File: src/rtl/instr_fetch.sv
// Instruction fetch unit: owns the PC, drives the synchronous ROM address port and
// hands fetched words to the decoder through an output register backed by a one-entry skid buffer.
module instr_fetch #(
   parameter int AW = 6,
   parameter int IW = 8
) (
   input  logic          clk,
   input  logic          reset,
   output logic          imem_en,
   output logic [AW-1:0] imem_addr,
   input  logic [IW-1:0] imem_data,
   output logic [IW-1:0] instr,
   output logic [AW-1:0] instr_addr,
   output logic          instr_valid,
   input  logic          instr_ready,
   input  logic          branch_en,
   input  logic [AW-1:0] branch_target
);

   localparam logic [AW-1:0] PC_STEP = AW'(1);

   logic [AW-1:0] pc_r;
   logic          fly_r;
   logic [AW-1:0] fly_addr_r;
   logic          sk_valid_r;
   logic [IW-1:0] sk_data_r;
   logic [AW-1:0] sk_addr_r;
   logic          out_free_s;
   logic          issue_s;

   // Issue only when the returning word is guaranteed a slot: skid empty and OUT free.
   always_comb begin
      out_free_s = !instr_valid || instr_ready;
      if (reset || branch_en) begin
         issue_s = 1'b0;
      end else begin
         issue_s = !sk_valid_r && out_free_s;
      end
   end

   assign imem_en   = issue_s;
   assign imem_addr = pc_r;

   // PC, in-flight tracking, output register and skid buffer.
   always_ff @(posedge clk) begin
      if (reset) begin
         pc_r        <= {AW{1'b0}};
         fly_r       <= 1'b0;
         fly_addr_r  <= {AW{1'b0}};
         sk_valid_r  <= 1'b0;
         sk_data_r   <= {IW{1'b0}};
         sk_addr_r   <= {AW{1'b0}};
         instr       <= {IW{1'b0}};
         instr_addr  <= {AW{1'b0}};
         instr_valid <= 1'b0;
      end else if (branch_en) begin
         // The word already requested from the ROM is dropped by clearing fly_r.
         pc_r        <= branch_target;
         fly_r       <= 1'b0;
         sk_valid_r  <= 1'b0;
         instr_valid <= 1'b0;
      end else begin
         if (issue_s) begin
            pc_r       <= pc_r + PC_STEP;
            fly_r      <= 1'b1;
            fly_addr_r <= pc_r;
         end else begin
            fly_r <= 1'b0;
         end

         if (out_free_s) begin
            if (sk_valid_r) begin
               // Skid holds the older word, so it moves first.
               instr       <= sk_data_r;
               instr_addr  <= sk_addr_r;
               instr_valid <= 1'b1;
               if (fly_r) begin
                  sk_data_r <= imem_data;
                  sk_addr_r <= fly_addr_r;
               end else begin
                  sk_valid_r <= 1'b0;
               end
            end else if (fly_r) begin
               instr       <= imem_data;
               instr_addr  <= fly_addr_r;
               instr_valid <= 1'b1;
            end else begin
               instr_valid <= 1'b0;
            end
         end else if (fly_r) begin
            sk_data_r  <= imem_data;
            sk_addr_r  <= fly_addr_r;
            sk_valid_r <= 1'b1;
         end else begin
            sk_valid_r <= sk_valid_r;
         end
      end
   end

endmodule

File: config.mk
export PLATFORM = sky130hd
export DESIGN_NAME = instr_fetch
export DESIGN_NICKNAME = d
export VERILOG_FILES = /design/src/rtl/instr_fetch.sv
export SDC_FILE = /design/constraint.sdc
export NUM_CORES = 1
export LEC_CHECK = 0
export ABC_AREA = 1
export CAP_MARGIN = 10
export CORE_UTILIZATION = 45
export CTS_CLUSTER_DIAMETER = 150
export CTS_CLUSTER_SIZE = 10
export DETAILED_ROUTE_END_ITERATION = 16
export PLACE_DENSITY = 0.71
export SETUP_SLACK_MARGIN = 0.15
export SLEW_MARGIN = 15
export SYNTH_ARGS = -nofsm -noshare
export SYNTH_HDL_FRONTEND = slang
export SYNTH_SLANG_ARGS = --single-unit
File: constraint.sdc
create_clock -name clk -period 1.1 [get_ports clk]
set_input_delay 0.22 -clock clk [delete_from_list [all_inputs] [get_ports clk]]
set_output_delay 0.22 -clock clk [all_outputs]
set_load 0.005 [all_outputs]
# [Word level (Yosys, flattened, before mapping)]
# Cells that the tools add are included.
[word_totals] out_inout_bits=22 mem_bits_rw=0 latchBits=0 input_bits=18 word_cells=43 reg_bits=43 mem_bits_ro=0 mem_count=0
[op_classes] n_mul=0 bitwise_logic=1 order_cmp=0 n_addsub=1 div_mod_pow=0 n_mux=19 shift=0 n_reduce_logical=12 n_eq_ne=1
[op_table] cell="two-way mux 6 bit" n=7
[op_table] cell="two-way mux 8 bit" n=5
[op_table] cell="two-way mux 1 bit" n=7
[op_table] cell="adder 6 x 1 -> 6 bit, second input constant" n=1
[op_table] cell="nonzero test 2 bit" n=3
[op_table] cell="AND reduction 2 bit" n=2
[op_table] cell="AND reduction 3 bit" n=1
[op_table] cell="logical NOT 1 bit" n=2
[op_table] cell="logical OR 1 bit" n=2
[op_table] cell="inequality test 2 bit, second input constant" n=1
[op_table] cell="OR reduction 2 bit" n=1
[op_table] cell="logical AND 1 bit" n=1
[op_table] cell="NOT 1 bit" n=1

# [Depth between registers and ports, before layout]
[depth] ltp_word=6 mapped_depth=8 mapped_depth_nobuf=8

# [Least setup slack after synthesis]
# OpenSTA, ideal clock, no wires.
[synth_timing] kind="flip-flop to flip-flop" startpoint="register instr_valid" endpoint="register sk_addr_r[3]" required_ns=0.984 stages_incl_launch_ff=7 path_slack_ns=-0.036 n_path_buf=1 t_arrival_ns=1.020 path_cell_list="dfxtp_1 nand2_1 nand2_4 nand3_4 buf_6 o21ai_2 a21oi_1"
[synth_between] elab_chain_cells=4 word_cells_on_any_way=5 cone_classes="eq/ne: 1; mux: 1; reduce/logical: 3"
[synth_lines] element="start: declaration" line_no="14" rtl="output logic instr_valid,"
[synth_lines] element="start signal: assignment" line_no="55" rtl="instr_valid <= 1'b0;"
[synth_lines] element="start signal: assignment" line_no="61" rtl="instr_valid <= 1'b0;"
[synth_lines] element="start signal: assignment" line_no="76" rtl="instr_valid <= 1'b1;"
[synth_lines] element="logical NOT 1 bit (*)" line_no="33" rtl="out_free_s = !instr_valid || instr_ready;"
[synth_lines] element="logical OR 1 bit (*)" line_no="33"
[synth_lines] element="inequality test 2 bit (no line)"
[synth_lines] element="AND reduction 2 bit (no line)"
[synth_lines] element="end signal: assignment" line_no="52" rtl="sk_addr_r <= {AW{1'b0}};"
[synth_lines] element="end signal: assignment" line_no="79" rtl="sk_addr_r <= fly_addr_r;"
[synth_lines] element="end signal: assignment" line_no="92" rtl="sk_addr_r <= fly_addr_r;"
[synth_lines] element="end: declaration" line_no="27" rtl="logic [AW-1:0] sk_addr_r;"
# Mark *: on every way between the ends. The rest lies on a longest branch, timed or not.
# A chain may end at the register's enable or synchronous reset.

# [Worst setup path in the final report]
[layout_timing] startpoint="register instr_valid" endpoint="register sk_data_r[1]"
[layout_between] elab_chain_cells=4 word_cells_on_any_way=5 cone_classes="eq/ne: 1; mux: 1; reduce/logical: 3"
[layout_lines] element="logical NOT 1 bit (*)" line_no="33"
[layout_lines] element="logical OR 1 bit (*)" line_no="33"
[layout_lines] element="inequality test 2 bit (no line)"
[layout_lines] element="AND reduction 2 bit (no line)"
[layout_lines] element="end signal: assignment" line_no="51" rtl="sk_data_r <= {IW{1'b0}};"
[layout_lines] element="end signal: assignment" line_no="78" rtl="sk_data_r <= imem_data;"
[layout_lines] element="end signal: assignment" line_no="91" rtl="sk_data_r <= imem_data;"
[layout_lines] element="end: declaration" line_no="26" rtl="logic [IW-1:0] sk_data_r;"
# Marked as above.

==> parameters.txt <==
Parameter                              Value

Status
  Status ... finished with violations
  Violated checks ... setup timing

Synth
  Yosys reg bits ... 43
  Number of instances in the synthesized netlist ... 247
  Number of warnings reported in the yosys synthesis log ... 0
  Share of the yosys chip area belonging to registers ... 0.446
  Synth unique cells ... 24
  Netlist Area Pre-Place ... 1930 sq um
  Post-Syn Area per Cell ... a little under 8 sq um
  Post-Synthesis Net Count ... 266

STA
  Headroom to the max-slew limit ... 0.805
  Min Hold Slack ... 0.253 ns
  Count of final setup violators ... 42
  Final setup TNS ... -7.70 ns
  Slew at the pin closest to its max-slew limit ... 0.292 ns
  Final-report hold violation count ... 0
  Final worst path period need ... between 1 and 1.5 ns
  Clk_skew ... 0.00479 ns
  Fin crit share ... 1.26
  Unrepaired setup endpoints after global routing ... yes
  Post-route setup slack ... -0.282 ns
  Highest Clock Rate ... 0.724 GHz
  Number of max-slew violations in the final report ... 0

Global route
  Pin count of the biggest net entering global routing ... 24
  Wire length of the first global-routing pass ... 9140 microns
  Total grt overflow ... 0
  Number of antenna violations at the first check in global routing ... 0
  Met1 track demand over resource ... 0.280
  GR Layer Usage met2 ... 0.519
  Vias in the first global route ... 2,029
  GR Util All Layers ... 0.280
  Most Crowded Layer GR ... met2
  Met3 global-route usage ... 0.0709

Layout
  Antenna cells ... 0
  Fraction of layout cells with a size suffix above 1 ... 0.546
  Area taken by flip-flops and latches ... between 800 and 900 sq um
  Finished Cell Area ... roughly 3300 sq um
  FILL cells ... roughly 230
  Multi-input gate area in the final layout ... 1110 sq um
  Utilization after layout ... 0.825
  Number of nets in the layout ... 354
  Layout-stage area growth over the synthesis result ... 73.5%
  Non-filler cells in the finished layout ... 385

Setup path
  Worst reg-to-reg setup slack ... -0.28 ns
  Worst-path cell with the longest stage delay ... dfxtp_2
  Startpoint Class ... flop
  Worst setup path class ... reg -> reg
  Delay of the slowest critical-path stage ... 0.36 ns
  Startpoint of the worst-slack reg-to-reg timing path ... instr_valid
  Critical path arrival ... 1.57 ns
  Path depth of the worst reg2reg path ... 9
  Endpoint of the lowest-slack register-to-register path ... sk_data_r[1]
  Crit-path max FO ... 5
  Required time of the worst setup path ... between 1 and 1.5 ns
  Category of the worst setup path capture point ... flop
  Cell Chain, Critical Path ... nand2_4, buf_6, buf_6, nand2_4, nand3_4, buf_12, buf_12, o21ai_2, a21oi_2

Clocking
  Sinks on Clock Net ... 43
  CTS Hold Buffers Added ... 0
  Clock tree from TritonCTS ... yes
  Clock latency on the worst-skew pair ... ~0.3 ns
  Maximum level of the CTS H-tree ... 2
  Root buffer cell ... clkbuf_8
  Inserted Clock Buffers ... 5
  Worst-case clock buffer depth ... 2
  CTS clock-pin slew for the worst setup and hold paths ... ~0.080 ns

Route
  Vias ... 2,038
  Number of violations reported at the end of detailed-routing iteration 0 ... around 100
  Count of antenna-violating nets left after detailed routing ... 0
  Via-per-instance ratio ... 5.29
  Drc violations ... 0
  Final routed wire length divided by cell count ... 15.7 microns
  Wire length reported by the detailed router ... 6050 microns
  Length of the first detailed-routing pass in iterations ... 4

Power
  Total leakage power ... about 1.4 nW
  Relative contribution of combinational cells to total power ... 0.212
  Largest vdd supply drop ... around 0.63 mV
  Relative contribution of the clock network to total power ... 0.291
  Switching Fraction ... 0.273
  Pwr Total ... 3.35 mW
  Power density relative to cell area ... 1000 nW/um^2
  Design internal power ... 2.44 mW
  Reg power frac ... 0.497
  Switching pwr ... approximately 0.91 mW

Hold path
  Hold depth ... 3
  Class of the most critical hold timing path ... in -> reg
  Startpoint of the most critical hold path ... reset
  Worst Hold Endpoint ... imem_addr[5]

Flow run
  Max-Cap Viols ... 0

Placement
  Standard cell area after detailed placement ... 2550 sq um
  Number of placed instances, taps included ... 350
  Worst Setup Slack post-DPL ... -0.643 ns
  Half-perimeter wire length of the detailed placement result ... just under 3000 microns
  Total of buffers placed on input and output ports ... 39
  Global placer's final weighted congestion ... approximately 0.79

Floorplan
  Row cnt ... 23
  Count of boundary I/O pins ... 40
  Die area ... between 4000 and 5000 sq um
  Core Footprint ... 4060 sq um
  Effective utilization at floorplan ... 0.475
  Die height ... 67.5 microns
  Horiz. Die Dim ... roughly 67 microns
==> flip-flops by register name (all words and copies together), names as in the netlist <==
| register | cells |
|---|---|
| fly_addr_r | 6 |
| fly_r | 1 |
| imem_addr | 6 |
| instr | 8 |
| instr_addr | 6 |
| instr_valid | 1 |
| sk_addr_r | 6 |
| sk_data_r | 8 |
| sk_valid_r | 1 |
==> synth_stat cells <==
| cell type | n | share of area |
|---|---|---|
| a211oi_1 | 1 | 0.0039 |
| a21boi_0 | 2 | 0.0078 |
| a21oi_1 | 35 | 0.091 |
| buf_2 | 1 | 0.0026 |
| buf_6 | 6 | 0.035 |
| clkbuf_1 | 2 | 0.0039 |
| clkbuf_2 | 1 | 0.0026 |
| clkbuf_8 | 1 | 0.0071 |
| dfxtp_1 | 43 | 0.45 |
| ha_1 | 1 | 0.0065 |
| inv_1 | 44 | 0.086 |
| inv_2 | 2 | 0.0039 |
| inv_4 | 1 | 0.0032 |
| nand2_1 | 33 | 0.064 |
| nand2_4 | 2 | 0.012 |
| nand3_1 | 13 | 0.034 |
| nand3_4 | 3 | 0.027 |
| nand4_1 | 2 | 0.0065 |
| nor2_1 | 3 | 0.0058 |
| nor3b_1 | 1 | 0.0039 |
| o21ai_0 | 28 | 0.073 |
| o21ai_1 | 13 | 0.034 |
| o21ai_2 | 8 | 0.036 |
| xor2_1 | 1 | 0.0045 |
==> metal layers <==
| layer | part of all wire | wire [microns] |
|---|---|---|
| met5 | 0 | 0 |
| met4 | 0.039 | 233 |
| met2 | 0.53 | 3230 |
| met3 | 0.046 | 279 |
| met1 | 0.38 | 2300 |
==> final cells by class <==
class,count,share of cell area
timing repair buffer,92,0.301
inverter,47,0.0565
multi-input combinational,146,0.332
clock buffer,7,0.0228
tap,50,0.0187
sequential,43,0.268
==> cell usage in the layout, fill, tap and decap left out, types with 3 or more instances in the layout <==
master           synthesis  final
dfxtp_4                  0      3
dfxtp_2                  0     20
o21ai_1                 13     18
nand3_2                  0     11
clkdlybuf4s50_1          0     14
o21ai_0                 28      7
inv_4                    1      3
nand3_4                  3      3
nand2_4                  2      6
a21oi_1                 35     17
inv_1                   44     40
buf_6                    6     24
o21ai_4                  0      7
inv_2                    2      3
buf_8                    0      3
o21ai_2                  8     17
clkbuf_8                 1      5
a21oi_2                  0     18
nand2_1                 33     27
buf_12                   0      6
buf_4                    0     28
buf_16                   0      4
buf_2                    1      9
dfxtp_1                 43     20
==> power by group through the flow <==
stage | logic [mW] | clock network, mW | registers [mW]
after detailed placement | 0.464 | 0 | 1.69
after global placement | 0.458 | 0 | 1.69
after floorplan | 0.205 | 0 | 1.70
after CTS | 0.594 | 0.975 | 1.66
final | 0.710 | 0.975 | 1.67
after global routing | 0.759 | 1.03 | 1.67
==> repair_timing <==
action | in CTS | in global routing
cloned | 4 | 2
gates resized for setup | 210 | 33
pin swaps | 16 | 6
setup endpoints to repair | 64 | 65
buffers inserted | 20 | 2
==> how the worst max path moves through the flow <==
stage / endpoint / from / cells after the start / slack [ns]
after CTS: sk_data_r[2] / instr_valid / 9 / -0.23
after global routing: sk_data_r[1] / instr_valid / 9 / -0.31
final: sk_data_r[1] / instr_valid / 9 / -0.28
after detailed placement: imem_en / branch_en / 5 / -0.64
after floorplan: instr_addr[2] / sk_valid_r / 6 / 0.10
after global placement: imem_en / reset / 5 / -0.63
==> logic make-up after synthesis <==
group | synth area share
AO/OA/AOI/OAI | 0.245
XOR/XNOR | 0.00454
adder cells (fa/ha/maj) | 0.00649
buffers and inverters | 0.144
flip-flops | 0.446
AND/OR/NAND/NOR | 0.153
==> critical path, delay by kind of cell, from the launching register on <==
| family | cells | cell delay [ns] |
|---|---|---|
| DFF | 1 | 0.36 |
| AOI/OAI and AO/OA | 2 | 0.19 |
| and+or+nand+nor | 3 | 0.22 |
| buffers and inverters | 4 | 0.50 |
Power figures use the tool's default switching activity.
